### src/rtl/mem_wb_skid_reg_pkg.sv
// -----------------------------------------------------------------------------
// mem_wb_skid_reg_pkg
// Shared definitions for the MEM/WB stage register family.
//   wb_entry_t          : writeback entry {reg_write, mem_to_reg, rd, mem_out,
//                         write_data} at the default widths, reused by other
//                         stage registers.
//   wb_payload_width()  : flattened entry width for arbitrary widths.
//   suppress_reg_write(): x0-write suppression applied at capture.
// -----------------------------------------------------------------------------
package mem_wb_skid_reg_pkg;

    localparam int WB_BUS_WIDTH   = 64;
    localparam int WB_REGFILE_LEN = 6;

    typedef struct packed {
        logic                      reg_write;
        logic                      mem_to_reg;
        logic [WB_REGFILE_LEN-1:0] rd;
        logic [WB_BUS_WIDTH-1:0]   mem_out;
        logic [WB_BUS_WIDTH-1:0]   write_data;
    } wb_entry_t;

    localparam int WB_ENTRY_WIDTH = $bits(wb_entry_t);

    // Flattened entry width: two control bits, rd, and the two data words.
    function automatic int wb_payload_width(input int bus_width, input int regfile_len);
        return 2 + regfile_len + (2 * bus_width);
    endfunction

    // A write to the hard-wired zero register is turned into a no-op.
    function automatic logic suppress_reg_write(input logic reg_write,
                                                input logic rd_is_zero,
                                                input logic enable);
        return reg_write & ~(enable & rd_is_zero);
    endfunction

endpackage

### src/rtl/mem_wb_skid_reg_skid_buffer.sv
// -----------------------------------------------------------------------------
// skid_buffer
// Generic 2-slot valid/ready buffer over a flattened payload. The upstream
// ready is a flop (the registered complement of the next skid valid), so there
// is no combinational path from out_ready to in_ready. FIFO order is always
// preserved: the skid slot only ever drains into the main slot.
// Ports:
//   clk, rst            : clock, asynchronous active-low reset
//   flush               : drop both slots, reopen the input
//   in_valid/in_ready   : upstream handshake, in_data payload
//   out_valid/out_ready : downstream handshake, out_data = main slot payload
// -----------------------------------------------------------------------------
module skid_buffer #(
    parameter int W = 8
) (
    input  logic         clk,
    input  logic         rst,
    input  logic         flush,
    input  logic         in_valid,
    output logic         in_ready,
    input  logic [W-1:0] in_data,
    output logic         out_valid,
    input  logic         out_ready,
    output logic [W-1:0] out_data
);

    logic         main_valid_r;
    logic         skid_valid_r;
    logic         in_ready_r;
    logic [W-1:0] main_data_r;
    logic [W-1:0] skid_data_r;

    logic         main_valid_s;
    logic         skid_valid_s;
    logic [W-1:0] main_data_s;
    logic [W-1:0] skid_data_s;
    logic         accept_s;
    logic         consume_s;

    assign accept_s  = in_valid & in_ready_r;
    assign consume_s = main_valid_r & out_ready;

    // Next-state selection for both slots.
    always_comb begin
        main_valid_s = main_valid_r;
        skid_valid_s = skid_valid_r;
        main_data_s  = main_data_r;
        skid_data_s  = skid_data_r;
        if (flush) begin
            main_valid_s = 1'b0;
            skid_valid_s = 1'b0;
        end else if (skid_valid_r) begin
            // in_ready is low while skid is full, so no accept here.
            if (consume_s) begin
                main_data_s  = skid_data_r;
                main_valid_s = 1'b1;
                skid_valid_s = 1'b0;
            end else begin
                main_valid_s = main_valid_r;
            end
        end else if (main_valid_r) begin
            if (consume_s) begin
                if (accept_s) begin
                    main_data_s  = in_data;
                    main_valid_s = 1'b1;
                end else begin
                    main_valid_s = 1'b0;
                end
            end else if (accept_s) begin
                skid_data_s  = in_data;
                skid_valid_s = 1'b1;
            end else begin
                skid_valid_s = 1'b0;
            end
        end else if (accept_s) begin
            main_data_s  = in_data;
            main_valid_s = 1'b1;
        end else begin
            main_valid_s = 1'b0;
        end
    end

    // Slot state, payload and registered upstream ready.
    always_ff @(posedge clk or negedge rst) begin
        if (!rst) begin
            main_valid_r <= 1'b0;
            skid_valid_r <= 1'b0;
            in_ready_r   <= 1'b1;
            main_data_r  <= {W{1'b0}};
            skid_data_r  <= {W{1'b0}};
        end else begin
            main_valid_r <= main_valid_s;
            skid_valid_r <= skid_valid_s;
            in_ready_r   <= ~skid_valid_s;
            main_data_r  <= main_data_s;
            skid_data_r  <= skid_data_s;
        end
    end

    assign in_ready  = in_ready_r;
    assign out_valid = main_valid_r;
    assign out_data  = main_data_r;

endmodule

### src/rtl/mem_wb_skid_reg.sv
// -----------------------------------------------------------------------------
// mem_wb_skid_reg
// MEM/WB stage register with valid/ready handshake and a 2-entry skid buffer.
// Adds x0-write suppression on capture, bubble gating of reg_write, the
// writeback value mux used for forwarding, and a saturating stall counter.
// Ports:
//   clk, rst                 : clock, asynchronous active-low reset
//   flush                    : discard held entries
//   in_valid/in_ready, in_*  : entry from MEM
//   out_valid/out_ready, out_*: head entry toward WB
//   out_wb_data              : out_mem_to_reg ? out_mem_out : out_write_data
//   stall_count              : saturating count of out_valid & ~out_ready edges
// -----------------------------------------------------------------------------
module mem_wb_skid_reg
    import mem_wb_skid_reg_pkg::*;
#(
    parameter int BUS_WIDTH         = 64,
    parameter int REGFILE_LEN       = 6,
    parameter bit ZERO_REG_SUPPRESS = 1'b1,
    parameter int CNT_WIDTH         = 16
) (
    input  logic                   clk,
    input  logic                   rst,
    input  logic                   flush,
    input  logic                   in_valid,
    output logic                   in_ready,
    input  logic                   in_reg_write,
    input  logic                   in_mem_to_reg,
    input  logic [REGFILE_LEN-1:0] in_rd,
    input  logic [BUS_WIDTH-1:0]   in_mem_out,
    input  logic [BUS_WIDTH-1:0]   in_write_data,
    output logic                   out_valid,
    input  logic                   out_ready,
    output logic                   out_reg_write,
    output logic                   out_mem_to_reg,
    output logic [REGFILE_LEN-1:0] out_rd,
    output logic [BUS_WIDTH-1:0]   out_mem_out,
    output logic [BUS_WIDTH-1:0]   out_write_data,
    output logic [BUS_WIDTH-1:0]   out_wb_data,
    output logic [CNT_WIDTH-1:0]   stall_count
);

    localparam int PW = wb_payload_width(BUS_WIDTH, REGFILE_LEN);
    localparam logic [CNT_WIDTH-1:0] CNT_MAX = {CNT_WIDTH{1'b1}};

    logic                   cap_reg_write_s;
    logic [PW-1:0]          in_payload_s;
    logic [PW-1:0]          out_payload_s;
    logic                   head_valid_s;
    logic                   head_reg_write_s;
    logic [CNT_WIDTH-1:0]   stall_count_r;

    assign cap_reg_write_s = suppress_reg_write(in_reg_write,
                                                (in_rd == {REGFILE_LEN{1'b0}}),
                                                ZERO_REG_SUPPRESS);

    assign in_payload_s = {cap_reg_write_s, in_mem_to_reg, in_rd, in_mem_out, in_write_data};

    skid_buffer #(
        .W (PW)
    ) u_skid_buffer (
        .clk       (clk),
        .rst       (rst),
        .flush     (flush),
        .in_valid  (in_valid),
        .in_ready  (in_ready),
        .in_data   (in_payload_s),
        .out_valid (head_valid_s),
        .out_ready (out_ready),
        .out_data  (out_payload_s)
    );

    assign head_reg_write_s = out_payload_s[PW-1];
    assign out_mem_to_reg   = out_payload_s[PW-2];
    assign out_rd           = out_payload_s[PW-3 -: REGFILE_LEN];
    assign out_mem_out      = out_payload_s[2*BUS_WIDTH-1 -: BUS_WIDTH];
    assign out_write_data   = out_payload_s[BUS_WIDTH-1:0];

    // Stale payload stays in the head slot after drain/flush; gating keeps it
    // from reaching the register file.
    assign out_valid     = head_valid_s;
    assign out_reg_write = head_reg_write_s & head_valid_s;
    assign out_wb_data   = out_mem_to_reg ? out_mem_out : out_write_data;

    // Saturating stall counter; flush does not clear it.
    always_ff @(posedge clk or negedge rst) begin
        if (!rst) begin
            stall_count_r <= {CNT_WIDTH{1'b0}};
        end else if (head_valid_s && !out_ready && (stall_count_r != CNT_MAX)) begin
            stall_count_r <= stall_count_r + CNT_WIDTH'(1);
        end else begin
            stall_count_r <= stall_count_r;
        end
    end

    assign stall_count = stall_count_r;

endmodule

### config.mk
export PLATFORM = sky130hd
export DESIGN_NAME = mem_wb_skid_reg
export DESIGN_NICKNAME = d
export VERILOG_FILES = /design/src/rtl/mem_wb_skid_reg_pkg.sv /design/src/rtl/mem_wb_skid_reg_skid_buffer.sv /design/src/rtl/mem_wb_skid_reg.sv
export SDC_FILE = /design/constraint.sdc
export NUM_CORES = 1
export LEC_CHECK = 0
export ABC_CLOCK_PERIOD_IN_PS = 2700
export CAP_MARGIN = 20
export CELL_PAD_IN_SITES_DETAIL_PLACEMENT = 2
export CELL_PAD_IN_SITES_GLOBAL_PLACEMENT = 2
export CORE_MARGIN = 8
export CORE_UTILIZATION = 35
export DETAILED_ROUTE_END_ITERATION = 6
export DONT_BUFFER_PORTS = 1
export MAX_ROUTING_LAYER = met4
export PLACE_DENSITY = 0.68
export SLEW_MARGIN = 10
export SYNTH_ARGS = -nofsm -noshare
export SYNTH_HDL_FRONTEND = slang
export SYNTH_HIERARCHICAL = 1
export SYNTH_SLANG_ARGS = --single-unit
### constraint.sdc
create_clock -name clk -period 2.7 [get_ports clk]
set_input_delay 0.135 -clock clk [delete_from_list [all_inputs] [get_ports clk]]
set_output_delay 0.135 -clock clk [all_outputs]
set_load 0.1 [all_outputs]
# Word-level counts from Yosys, hierarchy flattened
# Index checks and enable logic that the tools add are counted.
[word_totals]
reg_bits = 291
inputBits = 141
output_inout_bits = 218
[classes]
n_addsub = 1
eq_ne = 4
mux = 17
bitwise = 9
n_reduce_logical = 6
[ops]
columns = ["operator", "n"]
rows = [
  ["136-bit 2-to-1 mux", 5],
  ["64-bit 2-to-1 mux", 1],
  ["16-bit by 1-bit adder with 16-bit output, second input constant", 1],
  ["16-bit inequality test, second input constant", 1],
  ["1-bit 2-to-1 mux", 11],
  ["6-bit zero test", 1],
  ["1-bit NOT", 5],
  ["5-bit AND reduction", 1],
  ["1-bit bitwise AND", 4],
  ["2-bit inequality test, second input constant", 2],
  ["3-bit inequality test, second input constant", 1],
  ["3-bit AND reduction", 1],
  ["1-bit logical AND", 2],
  ["1-bit zero test", 1],
]

# Depth between registers and ports, before layout
[depth]
word_depth = 7
ltp_mapped = 6
depth_no_buf = 5

# Modules after synthesis
# The synthesis kept the hierarchy.
[by_module_without_submodules]
columns = ["mod", "instances", "cells_per_inst", "area_each_um2", "seq_area_each_um2"]
rows = [
  ["skid_buffer", 1, 738, 11770.0, 6882.9],
  ["mem_wb_skid_reg", 1, 147, 1605.3, 400.4],
]

# Worst setup path before layout
# Ideal clock, no wire load.
[synth_path]
kind = "reg2reg"
startpoint = "register u_skid_buffer.main_valid_r, in the netlist u_skid_buffer/out_valid"
endpoint = "register u_skid_buffer.main_data_r[134], in the netlist u_skid_buffer/out_data[134]"
arrival_time_ps = 2364
t_required_ps = 2574
path_slack_ps = 210
stages_incl_launch_ff = 7
n_path_buf = 3
synth_period_minus_slack_ps = 2490
path_cell_list = "dfrtp_1 -> nand2_1 -> a221oi_1 -> buf_2 -> buf_2 -> buf_2 -> mux2_2"
[synth_via]
elab_chain_cells = 3
[synth_rtl]
columns = ["item", "line", "source"]
rows = [
  ["from (decl)", "mem_wb_skid_reg_skid_buffer.sv:27", "logic main_valid_r;"],
  ["from (signal assigned)", "mem_wb_skid_reg_skid_buffer.sv:92", "main_valid_r <= main_valid_s;"],
  ["1-bit bitwise AND", "mem_wb_skid_reg_skid_buffer.sv:41", "assign consume_s = main_valid_r & out_ready;"],
  ["2-bit inequality test (no source line)", "-", ""],
  ["3-bit AND reduction (no source line)", "-", ""],
  ["to (signal assigned)", "mem_wb_skid_reg_skid_buffer.sv:89", "main_data_r <= {W{1'b0}};"],
  ["to (signal assigned)", "mem_wb_skid_reg_skid_buffer.sv:95", "main_data_r <= main_data_s;"],
  ["to (decl)", "mem_wb_skid_reg_skid_buffer.sv:30", "logic [W-1:0] main_data_r;"],
]
# Parallel ways exist; a longest one is shown, timed or not.
# A chain may end at the register's enable or synchronous reset.

# Final worst setup path
[layout_path]
startpoint = "register u_skid_buffer.skid_valid_r"
endpoint = "register u_skid_buffer.skid_valid_r"
[layout_via]
elab_chain_cells = 2
[layout_rtl]
columns = ["item", "line", "source"]
rows = [
  ["from (decl)", "mem_wb_skid_reg_skid_buffer.sv:28", "logic skid_valid_r;"],
  ["from (signal assigned)", "mem_wb_skid_reg_skid_buffer.sv:93", "skid_valid_r <= skid_valid_s;"],
  ["1-bit 2-to-1 mux", "mem_wb_skid_reg_skid_buffer.sv:52", "end else if (skid_valid_r) begin"],
  ["1-bit 2-to-1 mux", "mem_wb_skid_reg_skid_buffer.sv:49", "if (flush) begin"],
  ["net u_skid_buffer.skid_valid_s", "mem_wb_skid_reg_skid_buffer.sv:34", "logic skid_valid_s;"],
]
# The timed path passes the listed nets, and every way through them passes these cells.

==> results.md <==
- Status: finished with violations
- Failing checks: negative hold slack
- Final worst path period need: ~2.2 ns
- Detail Route Antenna Nets: 0
- EDFF count, synth: 0
- Clock Power Share: 22.2%
- Clk root buf: clkbuf_16
- CP endpoint kind: flop
- # hold bufs at CTS: 140
- Max-cap violations: 0
- Vias in the first global route: 10200
- Total congestion overflow: 0
- CTS Buffer Depth: 3
- Cells along the critical path: buf_4 -> a31oi_1 -> a211o_1 -> dlygate4sd3_1 -> inv_1
- Net Switching: between 10 and 15 mW
- Clk sinks: roughly 290
- Worst hold slack: -0.694 ns
- Detail-routed net length per standard cell: between 20 and 25 µm
- # DRC: 0
- Slew Viols, Final: 0
- Gate power share: 49.6%
- Slowest-stage cell, CP: buf_4
- DR pass1 iterations: 4
- DR iter-0 viols: 282
- Mapped Area: approximately 13000 µm²
- Pint: 11.2 mW
- Initial Utilization: between 30% and 40%
- RSZ-0062 raised after global routing: no
- Final hold viol count: just under 300
- Pwr dens: 1300 nW/µm²
- TNS Setup: 0 ns
- Setup bufs post-CTS: 0
- Setup Crit Path Kind: flop to flop
- Boundary pin count: 359
- Post-DR vias/cell: 5.01
- Core ar.: 37700 µm²
- Net Count, Synth: 1027
- Area grow syn2layout: 32.5%
- Fraction of the yosys area taken by sequential cells: 54.5%
- Clock slew at reported path FFs: approximately 0.060 ns
- Sw frac: 51.3%
- Synth Flop Type: dfrtp_1
- Cells after Synth: 885
- Seq pwr share: 28.2%
- Placed cells: roughly 1500
- Placed wire-length estimate: 24600 µm
- Ys async rst share: 100%
- VDD IR max: 0.932 mV
- Least-Margin Pin Slew: 0.965 ns
- Slew headroom: 35.7%
- Placer Congestion: about 0.73
- Fraction of layout cells with a size suffix above 1: between 50% and 60%
- Mapped Avg Cell Area: around 15 µm²
- Largest net degree at the start of global routing: 292
- Synth cell types: 40
- WL final: 42600 µm
- Fill cells: 3560
- Leakage dissipation: 7.69 nW
- Final Skew: between 0.01 and 0.015 ns
- First-pass GRT wire length: 64900 µm
- Area of the die: 44700 µm²
- Worst Path Required: 3.17 ns
- Total track usage: between 10% and 20%
- Vias: 8577
- H-tree Lvls: 2
- Die Span Y: 211 µm
- Max FO, Critical Path: 63
- Clk_lat worst skew: 0.54 ns
- Final setup vio count: 0
- Hold Path Class: input pin to asynchronous set/reset pin
- Syn. warnings: 6
- CTS tree: done
- Worst Setup Start Kind: flop
- Nets: 1308
- Post-CTS sizing: 0
- Max stage delay on crit path: 0.68 ns
- Arrival @ worst endpoint: 2.70 ns
- Cell row count: 71
- Initial antenna violation count: 8
- Layout Cells excl Fill: 1712
- Buffers on Ports: 0
- Die X: 211 µm
- Final period util: 82.9%
- Max Fclk: between 0.4 and 0.5 GHz
- CTS Buf Count: 36
- Post-synthesis register bit count: 291
state kept, by name, summed over array words and instances, names as in the netlist:
signal                      cells
u_skid_buffer/out_data        136
u_skid_buffer/skid_data_r     136
stall_count                    16
u_skid_buffer/in_ready          1
u_skid_buffer/out_valid         1
u_skid_buffer/skid_valid_r      1
metrics by stage:
stage	total power [mW]	util (%)	hold WS, ns	worst slack, ns	cell area, µm²
finish	23.0	47.0	-0.694	0.461	17700
detailed placement	17.5	39.9	-0.153	0.645	15000
global placement	17.3	39.9	-0.153	0.679	15000
floorplan	15.7	-	-0.161	0.210	13400
global route	23.7	47.0	-0.731	0.265	17700
CTS	23.0	47.0	-0.747	0.374	17700
logic make-up after synthesis:
group	after synthesis	share of synthesized area, %
AOI/OAI and AO/OA	9	0.449
and+or+nand+nor	41	2.26
DFF	291	54.5
muxes	475	40.0
adders and majority gates	1	0.0935
buffers and inverters	56	1.94
xor gates and xnor gates	12	0.786
layout by cell type, fill, tap and decap left out, drive strengths merged, types with 2 or more instances in the layout:
master and instances:
or3 3, clkinvlp 2, diode 9, xnor2 3
nand2 6, or4 2, o21ai 3, clkinv 4
bufinv 4, nor3 4, dlygate4sd3 140, and2 2
nor3b 2, clkbuf 52, nor2 3, xor2 9
inv 6, buf 155, mux2 475, nor4b 3
nand3 5, nor4 2, nand4 5, dfrtp 290
cells in the mapped netlist (3+ instances only):
cell type	number	share of area, %
mux2_1	40	3.4
buf_6	5	0.42
nand2_1	6	0.17
inv_1	4	0.11
buf_1	16	0.45
nand4_1	3	0.14
or3_1	3	0.14
o21ai_0	3	0.11
nand3_1	4	0.15
dfrtp_1	290	54
nor3_1	4	0.15
clkbuf_1	22	0.62
xnor2_1	3	0.20
buf_2	9	0.34
mux2_2	434	37
xor2_1	9	0.59
final cells by class:
| type | instances | area, µm² | area share [%] |
|---|---|---|---|
| Antenna cell | 9 | 22.5 | 0.127 |
| Clock buffer | 52 | 1080 | 6.11 |
| Clock inverter | 12 | 173 | 0.975 |
| Inverter | 4 | 15.0 | 0.0847 |
| Multi-Input combinational cell | 538 | 5850 | 33.0 |
| Sequential cell | 291 | 7290 | 41.2 |
| Tap cell | 511 | 639 | 3.61 |
| Timing Repair Buffer | 295 | 2640 | 14.9 |
path summary, 6_finish.rpt:
kind | slack (ns) | start | end | cells past startpoint
min in group clk | 0.05 | in_rd[2] | u_skid_buffer/skid_data_r[135]$_DFFE_PN0P_ | 3
worst max-delay path | 0.46 | u_skid_buffer/skid_valid_r$_DFF_PN0_ | u_skid_buffer/skid_valid_r$_DFF_PN0_ | 5
worst min register to register | 0.49 | u_skid_buffer/skid_data_r[106]$_DFFE_PN0P_ | u_skid_buffer/skid_data_r[106]$_DFFE_PN0P_ | 1
max in group asynchronous | 2.51 | rst | u_skid_buffer/skid_valid_r$_DFF_PN0_ | 0
worst max register to register | 0.46 | u_skid_buffer/skid_valid_r$_DFF_PN0_ | u_skid_buffer/skid_valid_r$_DFF_PN0_ | 5
worst min-delay path | -0.69 | rst | u_skid_buffer/out_data[54]$_DFFE_PN0P_ | 0
metal layers:
metal / share of wire, % / up-vias / GRT usage [%] / routed length (µm)
li1: - / 3794 / - / -
met5: 0 / - / - / 0
met3: 5.1 / 49 / 4.27 / 2200
met2: 54 / 234 / 34.3 / 23100
met4: 2.0 / 0 / 6.06 / 834
met1: 39 / 4500 / 21.2 / 16500
power by group through the flow:
| stage | Combinational (mW) | Sequential (mW) | Clock, mW |
|---|---|---|---|
| final | 11.4 | 6.47 | 5.11 |
| after global placement | 11.0 | 6.35 | 0 |
| after detailed placement | 11.1 | 6.44 | 0 |
| after floorplan | 5.07 | 10.6 | 0 |
| after CTS | 11.4 | 6.39 | 5.25 |
| after global routing | 11.7 | 6.59 | 5.43 |
critical path, delay by kind of cell, from the launching register on:
family          cells  cell delay [ns]
buf+inv             3             1.34
compound gates      2             0.38
flops               1             0.44
No activity file was read; power rests on OpenSTA's default activity.
